**src/rtl/pipe_control.sv**
```systemverilog
`default_nettype none
// ============================================================================
// Module   : pipe_control
// Purpose  : ID-stage opcode decode, pipelined EX/M/WB control, load-use
//            bubble insertion, IF flush on taken branch/jump, global hold.
// Revision : 1.0
// ============================================================================
module pipe_control #(
  parameter int OP_W    = 6,
  parameter int REG_W   = 5,
  parameter int ALUOP_W = 2
) (
  input  logic                 clk_i,
  input  logic                 rst_i,
  input  logic [OP_W-1:0]      Op_i,
  input  logic [REG_W-1:0]     RsAddr_i,
  input  logic [REG_W-1:0]     RtAddr_i,
  input  logic                 Eq_i,
  input  logic                 Hold_i,
  output logic                 PCWrite_o,
  output logic                 IFIDWrite_o,
  output logic                 IFFlush_o,
  output logic                 Branch_o,
  output logic                 Jump_o,
  output logic [ALUOP_W+5:0]   Ctrl_o,
  output logic [REG_W-1:0]     ExRt_o,
  output logic                 ALUSrc_o,
  output logic [ALUOP_W-1:0]   ALUOp_o,
  output logic                 RegDst_o,
  output logic                 MemRead_o,
  output logic                 MemWrite_o,
  output logic                 RegWrite_o,
  output logic                 MemtoReg_o,
  output logic                 IllegalOp_o
);

  localparam int c_cw         = ALUOP_W + 6;
  localparam int c_b_alusrc   = 0;
  localparam int c_b_regdst   = ALUOP_W + 1;
  localparam int c_b_memread  = ALUOP_W + 2;
  localparam int c_b_memwrite = ALUOP_W + 3;
  localparam int c_b_regwrite = ALUOP_W + 4;
  localparam int c_b_memtoreg = ALUOP_W + 5;

  localparam logic [OP_W-1:0] c_op_rtype = OP_W'(6'b000000);
  localparam logic [OP_W-1:0] c_op_addi  = OP_W'(6'b001000);
  localparam logic [OP_W-1:0] c_op_lw    = OP_W'(6'b100011);
  localparam logic [OP_W-1:0] c_op_sw    = OP_W'(6'b101011);
  localparam logic [OP_W-1:0] c_op_beq   = OP_W'(6'b000100);
  localparam logic [OP_W-1:0] c_op_j     = OP_W'(6'b000010);

  logic [c_cw-1:0]  w_ctrl;
  logic             w_illegal_op;
  logic             w_is_beq;
  logic             w_is_j;
  logic             w_stall;
  logic             w_run;

  logic [c_cw-1:0]  r_idex_cw;
  logic [REG_W-1:0] r_idex_rt;
  logic             r_exmem_memread;
  logic             r_exmem_memwrite;
  logic             r_exmem_regwrite;
  logic             r_exmem_memtoreg;
  logic             r_memwb_regwrite;
  logic             r_memwb_memtoreg;
  logic             r_illegal;

  always_comb begin
    w_ctrl       = '0;
    w_illegal_op = 1'b0;
    w_is_beq     = 1'b0;
    w_is_j       = 1'b0;
    case (Op_i)
      c_op_rtype: begin
        w_ctrl[ALUOP_W:1]   = ALUOP_W'(3);
        w_ctrl[c_b_regdst]  = 1'b1;
        w_ctrl[c_b_regwrite] = 1'b1;
      end
      c_op_addi: begin
        w_ctrl[c_b_alusrc]   = 1'b1;
        w_ctrl[c_b_regwrite] = 1'b1;
      end
      c_op_lw: begin
        w_ctrl[c_b_alusrc]   = 1'b1;
        w_ctrl[c_b_memread]  = 1'b1;
        w_ctrl[c_b_regwrite] = 1'b1;
        w_ctrl[c_b_memtoreg] = 1'b1;
      end
      c_op_sw: begin
        w_ctrl[c_b_alusrc]   = 1'b1;
        w_ctrl[c_b_memwrite] = 1'b1;
      end
      c_op_beq: begin
        w_ctrl[ALUOP_W:1] = ALUOP_W'(1);
        w_is_beq          = 1'b1;
      end
      c_op_j:  w_is_j = 1'b1;
      default: w_illegal_op = 1'b1;
    endcase
  end

  // The bubble clears ID/EX MemRead, so a stall never lasts past one cycle.
  assign w_stall = r_idex_cw[c_b_memread] & (r_idex_rt != '0) &
                   ((r_idex_rt == RsAddr_i) | (r_idex_rt == RtAddr_i));
  assign w_run   = rst_i & ~Hold_i;

  assign PCWrite_o   = w_run & ~w_stall;
  assign IFIDWrite_o = w_run & ~w_stall;
  assign Branch_o    = w_run & w_is_beq & Eq_i & ~w_stall;
  assign Jump_o      = w_run & w_is_j & ~w_stall;
  assign IFFlush_o   = Branch_o | Jump_o;
  assign Ctrl_o      = w_ctrl;

  always_ff @(posedge clk_i or negedge rst_i) begin
    if (!rst_i) begin
      r_idex_cw        <= '0;
      r_idex_rt        <= '0;
      r_exmem_memread  <= 1'b0;
      r_exmem_memwrite <= 1'b0;
      r_exmem_regwrite <= 1'b0;
      r_exmem_memtoreg <= 1'b0;
      r_memwb_regwrite <= 1'b0;
      r_memwb_memtoreg <= 1'b0;
      r_illegal        <= 1'b0;
    end else if (!Hold_i) begin
      r_idex_cw        <= w_stall ? '0 : w_ctrl;
      r_idex_rt        <= w_stall ? '0 : RtAddr_i;
      r_exmem_memread  <= r_idex_cw[c_b_memread];
      r_exmem_memwrite <= r_idex_cw[c_b_memwrite];
      r_exmem_regwrite <= r_idex_cw[c_b_regwrite];
      r_exmem_memtoreg <= r_idex_cw[c_b_memtoreg];
      r_memwb_regwrite <= r_exmem_regwrite;
      r_memwb_memtoreg <= r_exmem_memtoreg;
      if (w_illegal_op) r_illegal <= 1'b1;
    end
  end

  assign ExRt_o      = r_idex_rt;
  assign ALUSrc_o    = r_idex_cw[c_b_alusrc];
  assign ALUOp_o     = r_idex_cw[ALUOP_W:1];
  assign RegDst_o    = r_idex_cw[c_b_regdst];
  assign MemRead_o   = r_exmem_memread;
  assign MemWrite_o  = r_exmem_memwrite;
  assign RegWrite_o  = r_memwb_regwrite;
  assign MemtoReg_o  = r_memwb_memtoreg;
  assign IllegalOp_o = r_illegal;

endmodule
`default_nettype wire

```
**config.mk**
```make
export PLATFORM = sky130hd
export DESIGN_NAME = pipe_control
export DESIGN_NICKNAME = d
export VERILOG_FILES = /design/src/rtl/pipe_control.sv
export SDC_FILE = /design/constraint.sdc
export NUM_CORES = 1
export LEC_CHECK = 0
export BUFFER_PORTS_ARGS = -buffer_cell sky130_fd_sc_hd__buf_2
export CAP_MARGIN = 20
export CORE_ASPECT_RATIO = 0.75
export CORE_MARGIN = 8
export CORE_UTILIZATION = 45
export CTS_CLUSTER_SIZE = 8
export DETAILED_ROUTE_END_ITERATION = 10
export PLACE_DENSITY = 0.77
export SLEW_MARGIN = 0
export SYNTH_ARGS = -nofsm -noshare
export SYNTH_HDL_FRONTEND = slang
export SYNTH_SLANG_ARGS = --single-unit
```
**constraint.sdc**
```tcl
create_clock -name clk_i -period 2.2 [get_ports clk_i]
set_clock_uncertainty 0.05 [all_clocks]
set_input_delay 0.22 -clock clk_i [delete_from_list [all_inputs] [get_ports clk_i]]
set_output_delay 0.22 -clock clk_i [all_outputs]
set_load 0.01 [all_outputs]
```
==> results.md, run 1 <==
* Pwr dens at 505 nW/µm²
* Finished Cell Area at 1340 µm²
* Hold depth at 3
* Worst Setup End Kind: output pin
* Status: finished, final reports clean
* Pwr Total at 0.678 mW
* Number of synthesized flops with an enable pin at 0
* Area after DPL at about 1300 µm²
* Cells on worst reg2reg path at 4
* Max Root-Sink Buffers at 2
* Drt pass-1 iters at 4
* Routed WL at about 2.6 mm
* Horiz. Die Dim at around 70 µm
* Register bit count reported by yosys at 17
* Antenna Nets Post-Route at 0
* Top_reg_cell synth: dfrtp_1
* Inserted Clock Buffers at 3
* Distinct cells, synth at 29
* Vias at 899
* Cells after Synth at between 90 and 100
* Max-cap violations at 0
* Clk_lat worst skew at slightly below 0.3 ns
* Measured slew at the worst slew-check pin at between 0.5 and 0.6 ns
* Register Area at 429 µm²
* Post-DP HPWL at approximately 2.1 mm
* Min cycle time layout at approximately 2.1 ns
* Fraction of registers with async set/reset at 100%
* Dpl ws at 0.285 ns
* Worst setup margin at roughly 0.077 ns
* CP arrival at 1.85 ns
* Worst-path clk slew at ~0.1 ns
* Kind of critical path: reg2out
* GPL Wtd Cong at roughly 0.79
* Row count at 15
* Post-Syn Area per Cell at ~11 µm²
* Area Growth Syn to Fin at 29.4%
* Initial antenna violation count at 0
* Multi-input logic area at ~560 µm²
* Non-filler cells, final at between 150 and 200
* Core Area at approximately 2200 µm²
* GRT overflow at 0
* Most common cell in the netlist: dfrtp_1
* H-tree Lvls at 1
* YS warnings at 0
* Tot GR Track Use at between 10% and 20%
* Iteration-0 DRC count of the detailed router at 63
* Final Util at between 60% and 70%
* Cell area after synthesis at 1040 µm²
* Largest net degree at the start of global routing at 21
* Vias in the first global route at approximately 870
* Layout cells sized above 1 at 56.3%
* RSZ-0062 raised after global routing: no
* Final Hold Violating Endpoints at 0
* Startpoint Class: flip-flop
* Setup tns final at 0 ns
* Inst Count DP at roughly 160
* DIE HEIGHT at approximately 58 µm
* First-pass GRT wire length at around 4.2 mm
* Drc violations at 0
* Post-Syn Nets at between 100 and 150
* Maximum VDD drop at between 0.0003 and 0.0004 V
* Clock root cell: clkbuf_4
* Boundary Pins at 47
* ANT cells at 0
* Sequential element share of the synthesized area at 41.0%
* Final setup vio count at 0
* Wire per inst at 15.8 µm
* Die ar. at approximately 4000 µm²
* Fill count at around 200
* Clock sinks at 17
* Top cell types by occurrence after synthesis: dfrtp_1 (17), mux2i_1 (11), a21oi_2 (10), xnor2_1 (10)
* WP data required at between 1.5 and 2 ns
* Worst Hold Class: in2reg
* NumNets Final at about 160
* Worst hold slack at roughly 0.17 ns
* Initial Utilization at 46.5%
* Max FO, Critical Path at 5
* Tcrit/Tclk final at a little over nine tenths
* CTS tree: yes
* Area contributors post-synth: dfrtp_1 (41%), mux2i_1 (11%), a21oi_2 (8.4%)
* Rel. slew slack at about three fifths
* Cell taking the most area after synthesis: dfrtp_1
* Leak at 0.660 nW
* Vias per std cell at approximately 5.4
* Slew Viols, Final at 0
* Input/output buffers at 46
* Fmax at roughly 0.47 GHz
* Synth top area share at 41.0%
==> power breakdown <==
group          total, mW  leakage, nW  internal [mW]  switching (mW)
Combinational      0.165        0.429         0.0789          0.0858
Sequential         0.343        0.217          0.327          0.0160
Clock              0.171       0.0139         0.0692           0.101
Total              0.678        0.660          0.475           0.203
==> cell families after synthesis <==
| group | after synthesis | share of synthesized area [%] |
|---|---|---|
| xor gates and xnor gates | 10 | 8.43 |
| and+or+nand+nor | 20 | 12.8 |
| buffers and inverters | 11 | 6.75 |
| muxes | 16 | 16.0 |
| DFF | 17 | 41.0 |
| AOI/OAI and AO/OA | 21 | 15.1 |
==> critical path: stages (launching register included) <==
cell	delay, ns
dfrtp_2	0.43
or4_1	0.55
o21a_4	0.24
a211oi_2	0.17
buf_2	0.16
==> cell type report <==
cell class	instances	area share [%]
Multi-Input combinational cell	67	42.0
Sequential cell	17	31.9
Timing Repair Buffer	52	20.9
Tap cell	25	2.33
Clock buffer	3	1.68
Clock inverter	1	0.559
Inverter	2	0.559
==> per-layer routing <==
metal  vias up  share of wire, %  track usage [%]
met5         -                 0                0
met2        28                51             22.5
met3         2               7.7             6.12
li1        436                 -                -
met4         0              0.27             1.74
met1       433                41             13.8
==> cells in the final DEF (no fill, tap or decap), types with 3 or more instances in the layout <==
master    netlist  layout
mux2i_1        11      11
xnor2_1        10      10
buf_2           2      46
a21oi_2        10      11
a21oi_1         5       4
clkbuf_4        0       3
mux2_2          5       5
dfrtp_2         0       3
buf_4           5       4
nand3_1         4       4
dfrtp_1        17      14
==> path summary, 6_finish.rpt <==
kind | startpoint | to | slack (ns)
worst max-delay path | ExRt_o[1]$_DFFE_PN0N_ | IFFlush_o | 0.08
worst min-delay path | RtAddr_i[0] | ExRt_o[0]$_DFFE_PN0N_ | 0.17
worst max register to register | ExRt_o[1]$_DFFE_PN0N_ | r_idex_cw[4]$_DFFE_PN0N_ | 0.48
worst min register to register | IllegalOp_o$_DFFE_PN0P_ | IllegalOp_o$_DFFE_PN0P_ | 0.43
max in group asynchronous | rst_i | ExRt_o[3]$_DFFE_PN0N_ | 1.47
min in group asynchronous | rst_i | r_idex_cw[3]$_DFFE_PN0N_ | 0.23
==> repair_timing <==
action | 4_1_cts | 5_1_grt
buffers inserted | 0 | 3
resized for setup | 0 | 9
hold buffers | 1 | 0
setup endpoints to repair | 0 | 4
endpoints found under the hold margin | 17 | 0
==> flip-flops by register name (all words and copies together), names as in the netlist <==
register / cells
IllegalOp_o: 1
MemWrite_o: 1
MemtoReg_o: 1
r_exmem_regwrite: 1
r_idex_cw: 6
ExRt_o: 5
MemRead_o: 1
RegWrite_o: 1
(Power assumes the default switching activity.)
==> run 2: changes to the inputs <==
--- a/config.mk
+++ b/config.mk
@@ -14,4 +14,5 @@
 export DETAILED_ROUTE_END_ITERATION = 10
 export PLACE_DENSITY = 0.77
+export SETUP_SLACK_MARGIN = 0.5
 export SLEW_MARGIN = 0
 export SYNTH_ARGS = -nofsm -noshare
==> constraint.sdc (replaced) <==
create_clock -name clk_i -period 2.2 [get_ports clk_i]
set_clock_uncertainty 0.05 [all_clocks]
set_input_delay 0.11 -clock clk_i [delete_from_list [all_inputs] [get_ports clk_i]]
set_output_delay 0.11 -clock clk_i [all_outputs]
set_load 0.01 [all_outputs]
==> results.md, run 2 (synthesized netlist as in run 1, its figures left out) <==
* First-pass GRT wire length at around 4.3 mm
* Startpoint Class: flip-flop
* Worst Setup End Kind: output pin
* H-tree Lvls at 1
* Max FO, Critical Path at 5
* Worst Hold Class: in2reg
* Final setup vio count at 0
* Inserted Clock Buffers at 3
* Inst Count DP at about 160
* Sw Ratio at 30.0%
* Fill count at just under 200
* Clk pwr share at around 24%
* Drt pass-1 iters at 4
* Worst-path clk slew at roughly 0.10 ns
* Sw power at slightly above 0.2 mW
* Met3 Resource Use GR at roughly 6.3%
* Final Util at a little over 60%
* Leak at between 0.6 and 0.7 nW
* Min cycle time layout at about 1.9 ns
* Drc violations at 0
* Seq pwr share at 49.5%
* Pwr dens at 503 nW/µm²
* DIE HEIGHT at 57.6 µm
* Area Growth Syn to Fin at 31.7%
* Logic gate share of total power at 26.2%
* WP data required at 2.04 ns
* Largest register FFs at 6
* Initial Utilization at 46.5%
* Tot GR Track Use at between 10% and 20%
* Largest Register: r_idex_cw
* Vias in the first global route at ~930
* Rel. slew slack at between 40% and 50%
* Vias at 918
* ANT cells at 0
* Met2 GRT Util at 21.1%
* Pwr Total at roughly 0.69 mW
* Antenna Nets Post-Route at 0
* Power Internal at about 0.48 mW
* Setup tns final at 0 ns
* Finished Cell Area at approximately 1400 µm²
* Final Hold Violating Endpoints at 0
* Clk_lat worst skew at 0.29 ns
* CP arrival at between 1.5 and 2 ns
* Met1 usage at 15.2%
* Most frequent cells in the layout: buf_2 (46), dfrtp_1 (16), a21oi_2 (11), mux2i_1 (11), xnor2_1 (10)
* Status: finished, final reports clean
* Core Area at ~2200 µm²
* Largest net degree at the start of global routing at 21
* Wire per inst at about 16 µm
* Measured slew at the worst slew-check pin at roughly 0.8 ns
* Fmax at about 0.52 GHz
* Layout cells sized above 1 at 56.9%
* Die ar. at between 4000 and 5000 µm²
* Routed WL at roughly 2.7 mm
* Vias per std cell at approximately 5.4
* Tcrit/Tclk final at 88.1%
* Input/output buffers at 46
* Post-DP HPWL at around 2.0 mm
* Initial antenna violation count at 0
* Multi-input logic area at around 570 µm²
* CTS tree: yes
* Non-filler cells, final at between 150 and 200
* Maximum VDD drop at ~0.00032 V
* Row count at 15
* Most common cell after layout, fill and taps aside: buf_2
* Clock root cell: clkbuf_4
* Max Root-Sink Buffers at 2
* Grt peak-use layer: met2
* Register Area at approximately 430 µm²
* Area after DPL at ~1200 µm²
* NumNets Final at 165
* GPL Wtd Cong at ~0.74
* Boundary Pins at 47
* GRT overflow at 0
* RSZ-0062 raised after global routing: yes
* Max-cap violations at 0
* Clock sinks at 17
* Slew Viols, Final at 0
* Horiz. Die Dim at ~71 µm
* Kind of critical path: reg2out
* Iteration-0 DRC count of the detailed router at 27
[run 2: cell types whose count changed in the layout (fill, tap and decap cells not counted), sizes merged]
cell,change
clkinvlp,-1
buf,+2
clkinv,+1
[run 2: layout make-up]
cell class	count	share of cell area, %
clock buffer	3	1.65
clock inverter	1	0.366
inverter	2	0.549
multi-input combinational	67	42.0
sequential	17	31.2
tap	25	2.29
timing repair buffer	54	22.0
[run 2: path summary, 6_finish.rpt]
check	end	from	cells after the start	slack, ns
worst max-delay path	IFFlush_o	ExRt_o[1]$_DFFE_PN0N_	4	0.26
worst min-delay path	ExRt_o[2]$_DFFE_PN0N_	RtAddr_i[2]	3	0.06
worst max register to register	r_idex_cw[4]$_DFFE_PN0N_	ExRt_o[1]$_DFFE_PN0N_	4	0.56
worst min register to register	IllegalOp_o$_DFFE_PN0P_	IllegalOp_o$_DFFE_PN0P_	2	0.44
max in group asynchronous	ExRt_o[3]$_DFFE_PN0N_	rst_i	2	1.14
min in group asynchronous	IllegalOp_o$_DFFE_PN0P_	rst_i	2	0.42
[run 2: worst max-delay path, stage by stage, from the launching register on]
cell      delay [ns]
dfrtp_1         0.39
or4_4           0.53
o21a_4          0.24
a211oi_2        0.17
buf_2           0.16
[run 2: layer usage]
metal	part of all wire, %	vias to the layer above	wire (µm)
met5	0	-	0
met4	0.48	0	13
met3	8.2	2	224
met2	48	35	1320
met1	43	444	1160
li1	-	437	-
[run 2: power groups by stage]
stage / logic (mW) / registers, mW / clock network [mW]
6_report: 0.180 / 0.340 / 0.167
5_1_grt: 0.194 / 0.343 / 0.187
4_1_cts: 0.167 / 0.340 / 0.174
3_5_place_dp: 0.149 / 0.351 / 0
3_3_place_gp: 0.145 / 0.350 / 0
2_1_floorplan: 0.0848 / 0.353 / 0
[run 2: through the flow]
stage               setup WS [ns]  hold WS [ns]
finish                      0.262        0.0569
global placement            0.505       0.00357
global route                0.177        0.0651
CTS                         0.209        0.0538
detailed placement          0.462        0.0119
floorplan                   0.497        -0.236
[run 2: what timing repair did]
| action | 4_1_cts | 5_1_grt |
|---|---|---|
| endpoints found under the setup margin | 16 | 16 |
| setup buffers | 3 | 3 |
| gates resized for setup | 5 | 4 |
| pin swaps | 1 | 2 |
| hold buffers | 1 | 0 |
| hold endpoints to repair | 17 | 0 |
